$ cat config.mk
export PLATFORM = sky130hd
export DESIGN_NAME = uart_tx_arbiter_flat
export DESIGN_NICKNAME = d
export VERILOG_FILES = /design/src/rtl/uart_ctrl_pkg.sv /design/src/rtl/uart_tx_arbiter_if.sv /design/src/rtl/rr_arbiter.sv /design/src/rtl/uart_tx_arbiter.sv /design/src/flat_wrapper.sv
export SDC_FILE = /design/constraint.sdc
export NUM_CORES = 1
export LEC_CHECK = 0
export BUFFER_PORTS_ARGS = -buffer_cell sky130_fd_sc_hd__buf_2
export CAP_MARGIN = 20
export CORE_MARGIN = 4
export CORE_UTILIZATION = 52
export DETAILED_ROUTE_END_ITERATION = 8
export GPL_TIMING_DRIVEN = 0
export PLACE_DENSITY_LB_ADDON = 0.15
export SYNTH_ARGS = -nofsm -noshare
export SYNTH_HDL_FRONTEND = slang
export SYNTH_SLANG_ARGS = --single-unit
$ cat constraint.sdc
create_clock -name ipClk -period 2.5 [get_ports ipClk]
set_clock_uncertainty 0.1 [all_clocks]
set_input_delay 0 -clock ipClk [delete_from_list [all_inputs] [get_ports ipClk]]
set_output_delay 0 -clock ipClk [all_outputs]
set_load 0.1 [all_outputs]
$ cat src/rtl/uart_ctrl_pkg.sv
// Shared types and defaults for the packet-level UART transmit arbiter.
package uart_ctrl_pkg;

    typedef enum logic [2:0] {
        StArb      = 3'd0,
        StLoad     = 3'd1,
        StWaitIdle = 3'd2,
        StSend     = 3'd3,
        StWaitDone = 3'd4
    } arb_state_e;

    localparam int unsigned ByteW              = 8;
    localparam int unsigned DefaultSendTimeout = 1023;

endpackage

$ cat src/rtl/uart_tx_arbiter_if.sv
// Requester-side byte streams plus the UART transmit handshake, grouped as one bundle.
interface uart_tx_arbiter_if #(
    parameter int unsigned N = 4
);
    logic [N-1:0]   ipReqValid;
    logic [8*N-1:0] ipReqData;
    logic [N-1:0]   ipReqLast;
    logic [N-1:0]   opReqReady;
    logic [N-1:0]   opGrant;
    logic [7:0]     opTxData;
    logic           opTxSend;
    logic           ipTxBusy;
    logic           opTimeout;

    // Arbiter side.
    modport master (
        input  ipReqValid,
        input  ipReqData,
        input  ipReqLast,
        input  ipTxBusy,
        output opReqReady,
        output opGrant,
        output opTxData,
        output opTxSend,
        output opTimeout
    );

    // Requesters and UART transmitter side.
    modport slave (
        output ipReqValid,
        output ipReqData,
        output ipReqLast,
        output ipTxBusy,
        input  opReqReady,
        input  opGrant,
        input  opTxData,
        input  opTxSend,
        input  opTimeout
    );

endinterface

$ cat src/rtl/rr_arbiter.sv
// Combinational round-robin pick: first request found searching upward (with wrap)
// from the index after the last granted one.
module rr_arbiter #(
    parameter int unsigned N    = 4,
    parameter int unsigned IdxW = $clog2(N)
) (
    input  logic [N-1:0]    req,
    input  logic [IdxW-1:0] last_idx,
    output logic [N-1:0]    grant,
    output logic [IdxW-1:0] idx,
    output logic            any
);

    logic [IdxW-1:0] cand;

    // Walk from farthest to nearest so the nearest valid request is the final winner.
    always_comb begin
        grant = '0;
        idx   = '0;
        cand  = '0;
        for (int k = int'(N); k >= 1; k--) begin
            cand = IdxW'((int'(last_idx) + k) % int'(N));
            if (req[cand]) begin
                grant       = '0;
                grant[cand] = 1'b1;
                idx         = cand;
            end
        end
    end

    assign any = |req;

endmodule

$ cat src/rtl/uart_tx_arbiter.sv
// Shares one UART transmitter between N byte-stream requesters; a granted requester
// keeps the transmitter until its last byte has been sent.
module uart_tx_arbiter
    import uart_ctrl_pkg::*;
#(
    parameter int unsigned N           = 4,
    parameter int unsigned SendTimeout = DefaultSendTimeout
) (
    input logic               ipClk,
    input logic               ipReset,
    uart_tx_arbiter_if.master bus
);

    localparam int unsigned IdxW = $clog2(N);
    localparam int unsigned CntW = $clog2(SendTimeout + 1);

    arb_state_e state_q, state_d;

    logic [N-1:0]       grant_q;
    logic [IdxW-1:0]    gidx_q;
    logic [IdxW-1:0]    last_idx_q;
    logic [ByteW-1:0]   data_q;
    logic               last_flag_q;
    logic [CntW-1:0]    cnt_q;
    logic               timeout_q;

    logic [N-1:0]       rr_grant;
    logic [IdxW-1:0]    rr_idx;
    logic               rr_any;

    logic               accept;
    logic               cnt_hit;
    logic               send_timeout;
    logic               byte_done;
    logic [ByteW-1:0]   sel_data;
    logic               sel_last;

    rr_arbiter #(
        .N    (N),
        .IdxW (IdxW)
    ) u_rr_arbiter (
        .req      (bus.ipReqValid),
        .last_idx (last_idx_q),
        .grant    (rr_grant),
        .idx      (rr_idx),
        .any      (rr_any)
    );

    assign sel_data     = bus.ipReqData[{gidx_q, 3'b000} +: ByteW];
    assign sel_last     = bus.ipReqLast[gidx_q];
    assign accept       = (state_q == StLoad) && bus.ipReqValid[gidx_q];
    assign cnt_hit      = (cnt_q == CntW'(SendTimeout - 1));
    assign send_timeout = (state_q == StSend) && !bus.ipTxBusy && cnt_hit;
    assign byte_done    = (state_q == StWaitDone) && !bus.ipTxBusy;

    always_ff @(posedge ipClk) begin
        if (ipReset) begin
            state_q <= StArb;
        end else begin
            state_q <= state_d;
        end
    end

    always_comb begin
        state_d = state_q;
        unique case (state_q)
            StArb: begin
                if (rr_any) state_d = StLoad;
            end
            StLoad: begin
                if (accept) state_d = StWaitIdle;
            end
            StWaitIdle: begin
                if (!bus.ipTxBusy) state_d = StSend;
            end
            StSend: begin
                // Busy rising takes priority over a timeout landing on the same cycle.
                if (bus.ipTxBusy) begin
                    state_d = StWaitDone;
                end else if (cnt_hit) begin
                    state_d = StWaitIdle;
                end
            end
            StWaitDone: begin
                if (!bus.ipTxBusy) state_d = last_flag_q ? StArb : StLoad;
            end
            default: state_d = StArb;
        endcase
    end

    always_comb begin
        bus.opReqReady = '0;
        bus.opTxSend   = 1'b0;
        if (state_q == StLoad) bus.opReqReady = bus.ipReqValid & grant_q;
        if (state_q == StSend) bus.opTxSend = 1'b1;
    end

    // Grant, byte latch and send-timeout counter.
    always_ff @(posedge ipClk) begin
        if (ipReset) begin
            grant_q     <= '0;
            gidx_q      <= '0;
            last_idx_q  <= IdxW'(N - 1);
            data_q      <= '0;
            last_flag_q <= 1'b0;
            cnt_q       <= '0;
            timeout_q   <= 1'b0;
        end else begin
            timeout_q <= send_timeout;
            if ((state_q == StArb) && rr_any) begin
                grant_q <= rr_grant;
                gidx_q  <= rr_idx;
            end
            if (byte_done && last_flag_q) begin
                grant_q    <= '0;
                last_idx_q <= gidx_q;
            end
            if (accept) begin
                data_q      <= sel_data;
                last_flag_q <= sel_last;
            end
            cnt_q <= (state_q == StSend) ? cnt_q + 1'b1 : '0;
        end
    end

    assign bus.opGrant   = grant_q;
    assign bus.opTxData  = data_q;
    assign bus.opTimeout = timeout_q;

endmodule

$ cat src/flat_wrapper.sv
// flat-port wrapper written by rule: the top's interface ports become plain ports
module uart_tx_arbiter_flat import uart_ctrl_pkg::*;
#(
    parameter int unsigned N           = 4,
    parameter int unsigned SendTimeout = DefaultSendTimeout
)
  (ipClk, ipReset, bus_ipReqValid, bus_ipReqData, bus_ipReqLast, bus_ipTxBusy, bus_opReqReady, bus_opGrant, bus_opTxData, bus_opTxSend, bus_opTimeout);
  uart_tx_arbiter_if #(.N(N)) bus_i ();
  input logic ipClk;
  input logic ipReset;
  input wire logic [$bits(bus_i.ipReqValid)-1:0] bus_ipReqValid;
  input wire logic [$bits(bus_i.ipReqData)-1:0] bus_ipReqData;
  input wire logic [$bits(bus_i.ipReqLast)-1:0] bus_ipReqLast;
  input wire logic [$bits(bus_i.ipTxBusy)-1:0] bus_ipTxBusy;
  output wire logic [$bits(bus_i.opReqReady)-1:0] bus_opReqReady;
  output wire logic [$bits(bus_i.opGrant)-1:0] bus_opGrant;
  output wire logic [$bits(bus_i.opTxData)-1:0] bus_opTxData;
  output wire logic [$bits(bus_i.opTxSend)-1:0] bus_opTxSend;
  output wire logic [$bits(bus_i.opTimeout)-1:0] bus_opTimeout;
  assign bus_i.ipReqValid = bus_ipReqValid;
  assign bus_i.ipReqData = bus_ipReqData;
  assign bus_i.ipReqLast = bus_ipReqLast;
  assign bus_i.ipTxBusy = bus_ipTxBusy;
  assign bus_opReqReady = bus_i.opReqReady;
  assign bus_opGrant = bus_i.opGrant;
  assign bus_opTxData = bus_i.opTxData;
  assign bus_opTxSend = bus_i.opTxSend;
  assign bus_opTimeout = bus_i.opTimeout;
  uart_tx_arbiter #(.N(N), .SendTimeout(SendTimeout)) u_core (.ipClk(ipClk), .ipReset(ipReset), .bus(bus_i));
endmodule
Word level (Yosys, flattened, before mapping)
Cells that the tools add are included.
- register bits after elaboration: 31
- output and inout port bits: 18
- word-level logic and storage cells: 89
- add/subtract/negate cells: 5
- order comparisons: 9
- equality and inequality tests: 10
- shift operators: 1
- mux-type cells: 38
- bitwise gates (word level): 2
- reduce and logical (&&, ||, !) cells: 16
- operator list (kind ; number):
    $shiftx A32 B6 Y8 ; 1
    $mux W4 ; 5
    $mux W3 ; 6
    $lt A2 B3 Y1 const B ; 5
    $pmux W3 S5 ; 1
    $bmux W1 S2 ; 6
    $mux W1 ; 12
    $add A10 B1 Y10 const B ; 1
    $eq A10 B10 Y1 const B ; 1
    $logic_and A1 B1 Y1 ; 10
    $demux W1 S2 ; 4
    $ge A2 B1 Y1 const B ; 4
    $mux W2 ; 4
    $eq A3 B2 Y1 const B ; 2
    $reduce_and A5 Y1 ; 1
    $add A2 B1 Y2 const B ; 2
    $add A2 B2 Y2 const B ; 2
    $and A4 B4 Y4 ; 1
    $ne A2 B1 Y1 const B ; 2
    $ne A2 B2 Y1 const B ; 2
    $reduce_or A2 Y1 ; 2
    $reduce_or A4 Y1 ; 1
    $eq A3 B1 Y1 const B ; 1
    $eq A3 B3 Y1 const B ; 1
    4 further kinds ; 4

Logic depth before layout (Yosys ltp)
Gate-level depths: netlist of the first run.
- depth after elaboration: 9
- gate-level depth with buffers: 8
- mapped depth without buffers: 6

Cells and area by module
From an unflattened synthesis of the first run, not the netlist that was laid out.
- cell total of the unflattened synthesis: 205
- area total of the unflattened synthesis: 2024.4 µm²
- modules (own cells, without submodules) (module ; instances ; cells an instance ; area each (µm²) ; sequential area each (µm²)):
    uart_tx_arbiter ; 1 ; 147 ; 1585.3 ; 620.6
    rr_arbiter ; 1 ; 58 ; 439.2 ; 0.0

Worst setup path before layout of the first run
OpenSTA, ideal clock, no wires.
- kind: register to register
- from: register u_core.state_q[1]
- to: register u_core.cnt_q[2]
- arrival: 2.369 ns
- data required time: 2.335 ns
- path slack: -0.034 ns
- stages on the path, launching flop included: 7
- clock period less this slack: 2.534 ns
- cell sequence: dfxtp_1 -> buf_2 -> nand2_1 -> nor2_1 -> nand2_1 -> clkbuf_1 -> nor2_1
- word-level cells in the longest chain between the ends: 3
- ends and longest elaborated chain (what ; RTL line ; text):
    from (decl) ; uart_tx_arbiter.sv:17 ; arb_state_e state_q, state_d;
    from (signal assigned) ; uart_tx_arbiter.sv:58 ; state_q <= StArb;
    from (signal assigned) ; uart_tx_arbiter.sv:60 ; state_q <= state_d;
    $eq A3 B2 Y1 ; uart_tx_arbiter.sv:122 ; cnt_q <= (state_q == StSend) ? cnt_q + 1'b1 : '0;
    $not A1 Y1 (no source line) ; -- ;
    $reduce_or A2 Y1 (no source line) ; -- ;
    to (signal assigned) ; uart_tx_arbiter.sv:122 ;
    to (decl) ; uart_tx_arbiter.sv:24 ; logic [CntW-1:0] cnt_q;
No other way between the ends.
A chain may end at the register's enable or synchronous reset.

Final worst setup path of the first run
- from: register u_core.last_idx_q[1]
- to: register u_core.grant_q[3], in the netlist u_core.bus.opGrant[3]
- word-level cells in the longest chain between the ends: 9
- elaborated cells between the ends (all ways): 36
- ends and longest elaborated chain (what ; RTL line ; text):
    from (decl) ; uart_tx_arbiter.sv:21 ; logic [IdxW-1:0] last_idx_q;
    from (signal assigned) ; uart_tx_arbiter.sv:103 ; last_idx_q <= IdxW'(N - 1);
    from (signal assigned) ; uart_tx_arbiter.sv:116 ; last_idx_q <= gidx_q;
    $add A2 B1 Y2 ; rr_arbiter.sv:22 ; cand = IdxW'((int'(last_idx) + k) % int'(N));
    $lt A2 B3 Y1 (implied by the code) / $ge A2 B1 Y1 (equally long branches) ; rr_arbiter.sv:25 ; grant[cand] = 1'b1;
    $logic_and A1 B1 Y1 (implied by the code) ; rr_arbiter.sv:25 ;
    $mux W1 (implied by the code) ; rr_arbiter.sv:25 ;
    $demux W1 S2 ; rr_arbiter.sv:25 ;
    $mux W4 (3 in series) ; rr_arbiter.sv:23 ; if (req[cand]) begin
    $mux W4 (*) ; rr_arbiter.sv:23 ;
    to (signal assigned) ; uart_tx_arbiter.sv:111 ; grant_q <= rr_grant;
    to (decl) ; uart_tx_arbiter.sv:19 ; logic [N-1:0] grant_q;
Every way passes the cells marked *; elsewhere a longest branch is shown, timed or not. The select of a mux whose other input is x is not followed.

==> impl_metrics.toml, run 1 <==
[global_routing]
grt_pass1_wl_um = 8290
grtUsageMet3_pct = 6.45
overflow = 0
grt_util_met1_pct = 23.7
grt_pass1_vias = 1835
grt_use_total_pct = 20.3
grt_start_max_net_pins = 11
busiest_layer = "met2"
met2_usage_pct = 34.2
antenna_found_initial = 0

[sta]
max_freq_ghz = 0.426
finalMaxSlewViolations = 0
rsz0062_at_grt = "no"
finalHoldViolations = 0
slew_headroom_pct = 49.6
worst_pin_slew_ns = 0.754
setup_slack_ns = 0.151
setup-violations-final = 0
finalCritPeriodShare_pct = 94.0
whs_ns = 0.0555
layout_min_cycle_time_ns = 2.35

[clocking]
clock_sink_count = 31
clk_pin_slew_ns = 0.06
cts-root-buf = "clkbuf_8"
htree_levels = 2
clkLatencyLatePin_ns = 0.29
cts_buffers = 5
clock_path_buffers = 2
cts_tree = "built"

[worst_setup_path]
critPathRequiredTime_ns = 2.56
rrSetupSlack_ns = 0.15
cp.arrival_ns = 2.41
cp_max_fo = 10
endpoint_kind = "flip-flop"
path_buf_inv = 3
criticalPathCategory = "flip-flop to flip-flop"
worstPathCellList = "buf_6, inv_1, ha_1, buf_2, mux4_2, a221oi_1, a31oi_1"
cpPeakStageDelay_ns = 0.62
crit_slowest_cell = "mux4_2"
cp_top_family = "multiplexers"
start_kind = "flip-flop"

[synthesis]
synth_cell_types = 54
ys_seq_elements = 31
synth_warnings = 0
synth_top_area_share_pct = 29.4
synth-edff-count = 0
synth_cells = 220
synth_area_um2 = 2110
synth-async-reset-ratio_pct = 0
synthFlopType = "dfxtp_1"
seq_area_frac_synth_pct = 29.4
syn-num-nets = 271
syn_area_per_cell_um2 = 9.60
yosys-top-cells-area = "dfxtp_1, mux4_2, mux2i_1, nor2_1, ha_1"
synth_top_area_cell = "dfxtp_1"

[placement]
port_buffers = 60
post-place-ws_ns = -0.00305
dp_hpwl_um = 3860
dp_cells = 328
placed_area_um2 = 2470
place.gp.congestion = 0.874

[power]
leakage_nw = 1.16
p_per_area_nw_per_um2 = 679
ir_drop_uv = 304

[drt]
drc = 0
drtPass1Iterations = 5
vias = 1978
drt_wl_total_um = 5000
ant_nets = 0
wl_per_cell_um = 14.8
viasPerCell = 5.85
drt-initial-drc-count = 76

[cells_and_area]
final_cells = 338
nets = 340
drive_above_1_share_pct = 37.9
post-route-util_pct = 68.1
n_antenna_cell = 0
syn_to_final_growth_pct = 22.5
final_cell_area_um2 = 2590

[floorplanning]
initial_core_util_pct = 55.6
pin_count = 61
die_w_um = 71.7
num_rows = 22
core-area_um2 = 3800
die_h_um = 71.7
die-area_um2 = 5150

[job]
cap_violations = 0

[worst_hold_path]
hold_path.class = "primary input to flip-flop"

[outcome]
status = "finished clean"
cells by family after synthesis:
group           share of synthesized area (%)
mux                                      21.0
simple gates                             22.8
xor+xnor                                 3.32
compound gates                           13.7
flops                                    29.4
buf+inv                                  5.09
fa+ha+maj                                4.74
registers in the layout (all words and copies together), names as in the netlist:
register	count
u_core.state_q	3
u_core.last_idx_q	2
u_core.bus.opGrant	4
u_core.gidx_q	2
u_core.last_flag_q	1
u_core.bus.opTimeout	1
u_core.bus.opTxData	8
u_core.cnt_q	10
layout make-up:
cell class	count	area (um2)
Multi-Input combinational cell	168	1390
Fill cell	325	1210
Sequential cell	31	626
Timing Repair Buffer	62	320
Buffer	14	81.3
Clock buffer	5	68.8
Tap cell	48	60.1
Inverter	7	26.3
Clock inverter	3	15.0
placed cells by master (no fill, tap or decap), drive strengths merged, types with 2 or more instances in the layout:
cell         instances
nor4                 2
a211oi               3
and3b                2
nand3b               3
o211ai               6
and4                 2
mux2                 4
nor4b                4
clkinv               3
xnor2                3
buf                 70
nand4                4
and3                 4
dlygate4sd3          2
a21oi                3
nand4b               4
a221oi               5
mux2i               15
nor3                 5
nand3                4
ha                   8
dfxtp               31
nor3b                2
a31oi                8
nand2               13
clkbuf               9
xor2                 5
nor2                27
o21ai                7
mux4                11
inv                  7
per-stage QoR:
step           power [mW]  setup TNS [ns]
2_1_floorplan        1.23               0
3_3_place_gp         1.37          -0.101
3_5_place_dp         1.38        -0.00808
4_1_cts              1.77               0
5_1_grt              1.84               0
6_report             1.76               0
routing by layer:
metal / wire length (um) / vias up
met1: 2060 / 939
li1: - / 974
met5: 0 / -
met2: 2560 / 60
met3: 320 / 5
met4: 62 / 0
Yosys cell counts, types with 3 or more instances:
library cell   n
buf_2          7
a31oi_1        8
xor2_1         5
clkbuf_1       3
and3_2         3
o21ai_0        7
nand3_1        4
mux4_2        11
nor4b_1        4
mux2_2         4
nand2_1       11
o211ai_1       5
a221oi_1       4
a21oi_1        3
nand4_1        4
nor2_1        27
nand3b_1       3
dfxtp_1       31
inv_1          7
ha_1           8
xnor2_1        3
mux2i_1       15
nand4b_1       4
nor3_1         3
power by group:
| part | internal, mW | switching (mW) |
|---|---|---|
| registers | 0.545 | 0.0410 |
| clock network | 0.190 | 0.193 |
| logic | 0.256 | 0.531 |
path summary, 6_finish.rpt:
kind                                          start                                  end  cells after the start
setup reg to reg  u_core.last_idx_q[1]$_SDFFE_PP1P_   u_core.bus.opGrant[3]$_SDFFE_PP0P_                      7
hold reg to reg          u_core.cnt_q[0]$_SDFF_PP0_           u_core.cnt_q[0]$_SDFF_PP0_                      1
hold / removal                    bus_ipReqData[16]  u_core.bus.opTxData[0]$_SDFFE_PP0P_                      4
setup / recovery  u_core.last_idx_q[1]$_SDFFE_PP1P_   u_core.bus.opGrant[3]$_SDFFE_PP0P_                      7
worst register-to-register path: stages (launching register included):
cell and delay [ns]:
dfxtp_2 0.41, buf_6 0.16, inv_1 0.08, ha_1 0.28
buf_2 0.21, mux4_2 0.62, a221oi_1 0.26, a31oi_1 0.12
timing repair:
action                                 CTS  global route
gates resized for setup                  1             3
endpoints found under the hold margin    7             0
hold buffers                             2             0
gates cloned                             0             0
buffers inserted                         0             0
setup endpoints to repair                4             4
(Power assumes the default switching activity.)
==> inputs of run 2 (changes only) <==
--- a/config.mk
+++ b/config.mk
@@ -7,8 +7,10 @@
 export LEC_CHECK = 0
 export BUFFER_PORTS_ARGS = -buffer_cell sky130_fd_sc_hd__buf_2
 export CAP_MARGIN = 20
+export CELL_PAD_IN_SITES_DETAIL_PLACEMENT = 0
+export CELL_PAD_IN_SITES_GLOBAL_PLACEMENT = 1
 export CORE_MARGIN = 4
-export CORE_UTILIZATION = 52
+export CORE_UTILIZATION = 39
 export DETAILED_ROUTE_END_ITERATION = 8
 export GPL_TIMING_DRIVEN = 0
 export PLACE_DENSITY_LB_ADDON = 0.15
==> run 2 against run 1 <==
Total power shrank 1.8%. Count of clock-buffer cells in the layout grew 1. Core utilization fell by 18 points. Clock power is 8.6% lower. First-iteration DRC count rose by 14%. Worst setup slack got worse by 0.033 ns. Sequential cell count unchanged. Routed wire length rose by 8.3%. Worst hold slack better by 0.013 ns. Cell count up 5.9%. Combinational power is essentially flat. Largest power group unchanged. Sequential share of layout area decreased by 0.19 points.
==> impl_metrics.toml, run 2 (synthesis gave the netlist of run 1 again) <==
[cells_and_area]
drive_above_1_share_pct = 36.8
syn_to_final_growth_pct = 23.0
largest_register_ffs = 10
multiInputGateArea_um2 = 1390
nets = 340
ff_latch_area_um2 = 623
regMostFlops = "u_core.cnt_q"
mostFrequentLayoutCells = "buf_2, dfxtp_1, nor2_1"
fill_cells = 494
final_cells = 358
n_antenna_cell = 0
final_common_cell = "buf_2"

[global_routing]
grt_use_total_pct = 16.5
overflow = 0
grt_start_max_net_pins = 11
antenna_found_initial = 0
grt_pass1_wl_um = 8440
grt_pass1_vias = 1849

[worst_setup_path]
critPathRequiredTime_ns = 2.55
criticalPathCategory = "flip-flop to flip-flop"
cp.arrival_ns = 2.43
cpPeakStageDelay_ns = 0.63
rrSetupSlack_ns = 0.12
start_kind = "flip-flop"
cp_max_fo = 10
crit_slowest_cell = "mux4_2"
worstPathCellList = "inv_1, ha_1, buf_2, mux4_2, a221oi_1, a31oi_1"
endpoint_kind = "flip-flop"

[power]
leakage_nw = 1.15
p_per_area_nw_per_um2 = 663
p_total_mw = 1.72
ir_drop_uv = 254

[clocking]
clkLatencyLatePin_ns = 0.28
htree_levels = 2
clock_path_buffers = 2
clk_pin_slew_ns = 0.06
clock_sink_count = 31
cts_tree = "built"
cts_setup_buffers = 0
cts-root-buf = "clkbuf_8"
cts_buffers = 5

[floorplanning]
die_h_um = 81.6
die_w_um = 81.6
core-area_um2 = 5170
num_rows = 26
initial_core_util_pct = 40.8
pin_count = 61
die-area_um2 = 6660

[placement]
dp_hpwl_um = 4210
port_buffers = 60
post-place-ws_ns = -0.0374
dp_cells = 350
place.gp.congestion = 0.783

[sta]
finalHoldViolations = 0
rsz0062_at_grt = "no"
setup_slack_ns = 0.118
max_freq_ghz = 0.420
setup-violations-final = 0
finalMaxSlewViolations = 0
layout_min_cycle_time_ns = 2.38
slew_headroom_pct = 50.7
worst_pin_slew_ns = 0.738
finalCritPeriodShare_pct = 95.3

[job]
cap_violations = 0

[outcome]
status = "finished clean"

[drt]
ant_nets = 0
drt_wl_total_um = 5420
drtPass1Iterations = 4
wl_per_cell_um = 15.1
drt-initial-drc-count = 87
viasPerCell = 5.47
vias = 1960
drc = 0

[worst_hold_path]
hold_path.class = "primary input to flip-flop"
run 2: what timing repair did:
item,CTS,global route
cloned,0,0
hold endpoints to repair,4,0
resized for setup,1,1
endpoints found under the setup margin,4,4
hold buffers,2,0
run 2: final timing paths:
path,end,cells past startpoint,from
worst max-delay path,u_core.bus.opGrant[1]$_SDFFE_PP0P_,6,u_core.last_idx_q[0]$_SDFFE_PP1P_
worst min-delay path,u_core.last_flag_q$_SDFFE_PP0P_,4,bus_ipReqLast[0]
worst max register to register,u_core.bus.opGrant[1]$_SDFFE_PP0P_,6,u_core.last_idx_q[0]$_SDFFE_PP1P_
worst min register to register,u_core.cnt_q[0]$_SDFF_PP0_,1,u_core.cnt_q[0]$_SDFF_PP0_
run 2: power by group:
group	total, mW	leakage [nW]	switching, mW	internal [mW]
Sequential	0.590	0.251	0.0435	0.546
Combinational	0.784	0.861	0.529	0.255
Clock	0.350	0.0371	0.165	0.185
Total	1.72	1.15	0.737	0.987
run 2: through the flow:
step / TNS, ns / util (%) / area [um2] / hold WS [ns]
5_1_grt: 0 / 50.2 / 2600 / 0.0792
3_3_place_gp: -0.199 / 48.4 / 2500 / 0.143
4_1_cts: 0 / 50.2 / 2600 / 0.0740
3_5_place_dp: -0.0523 / 48.4 / 2500 / 0.145
2_1_floorplan: 0 / - / 2110 / -0.0338
6_report: 0 / 50.2 / 2600 / 0.0688
run 2: cell type report:
type | instances | area share [%]
tap | 70 | 3.37
inverter | 7 | 1.01
clock buffer | 6 | 2.79
multi-input combinational | 168 | 53.4
sequential | 31 | 24.0
buffer | 14 | 3.13
timing repair buffer | 62 | 12.3
run 2: worst max-delay path: cells and delay by family (launching register included):
family / cells / cell delay [ns]
multiplexers: 1 / 0.63
flip-flops: 1 / 0.45
buffers and inverters: 2 / 0.38
AO/OA/AOI/OAI: 2 / 0.38
adder cells (fa/ha/maj): 1 / 0.31
run 2: layer usage:
layer / part of all wire [%] / global-route usage (%) / vias up
li1: - / - / 970
met4: 2.1 / 7.14 / 0
met3: 4.9 / 4.06 / 9
met2: 51 / 27.7 / 58
met5: 0 / 0 / -
met1: 42 / 20.0 / 923
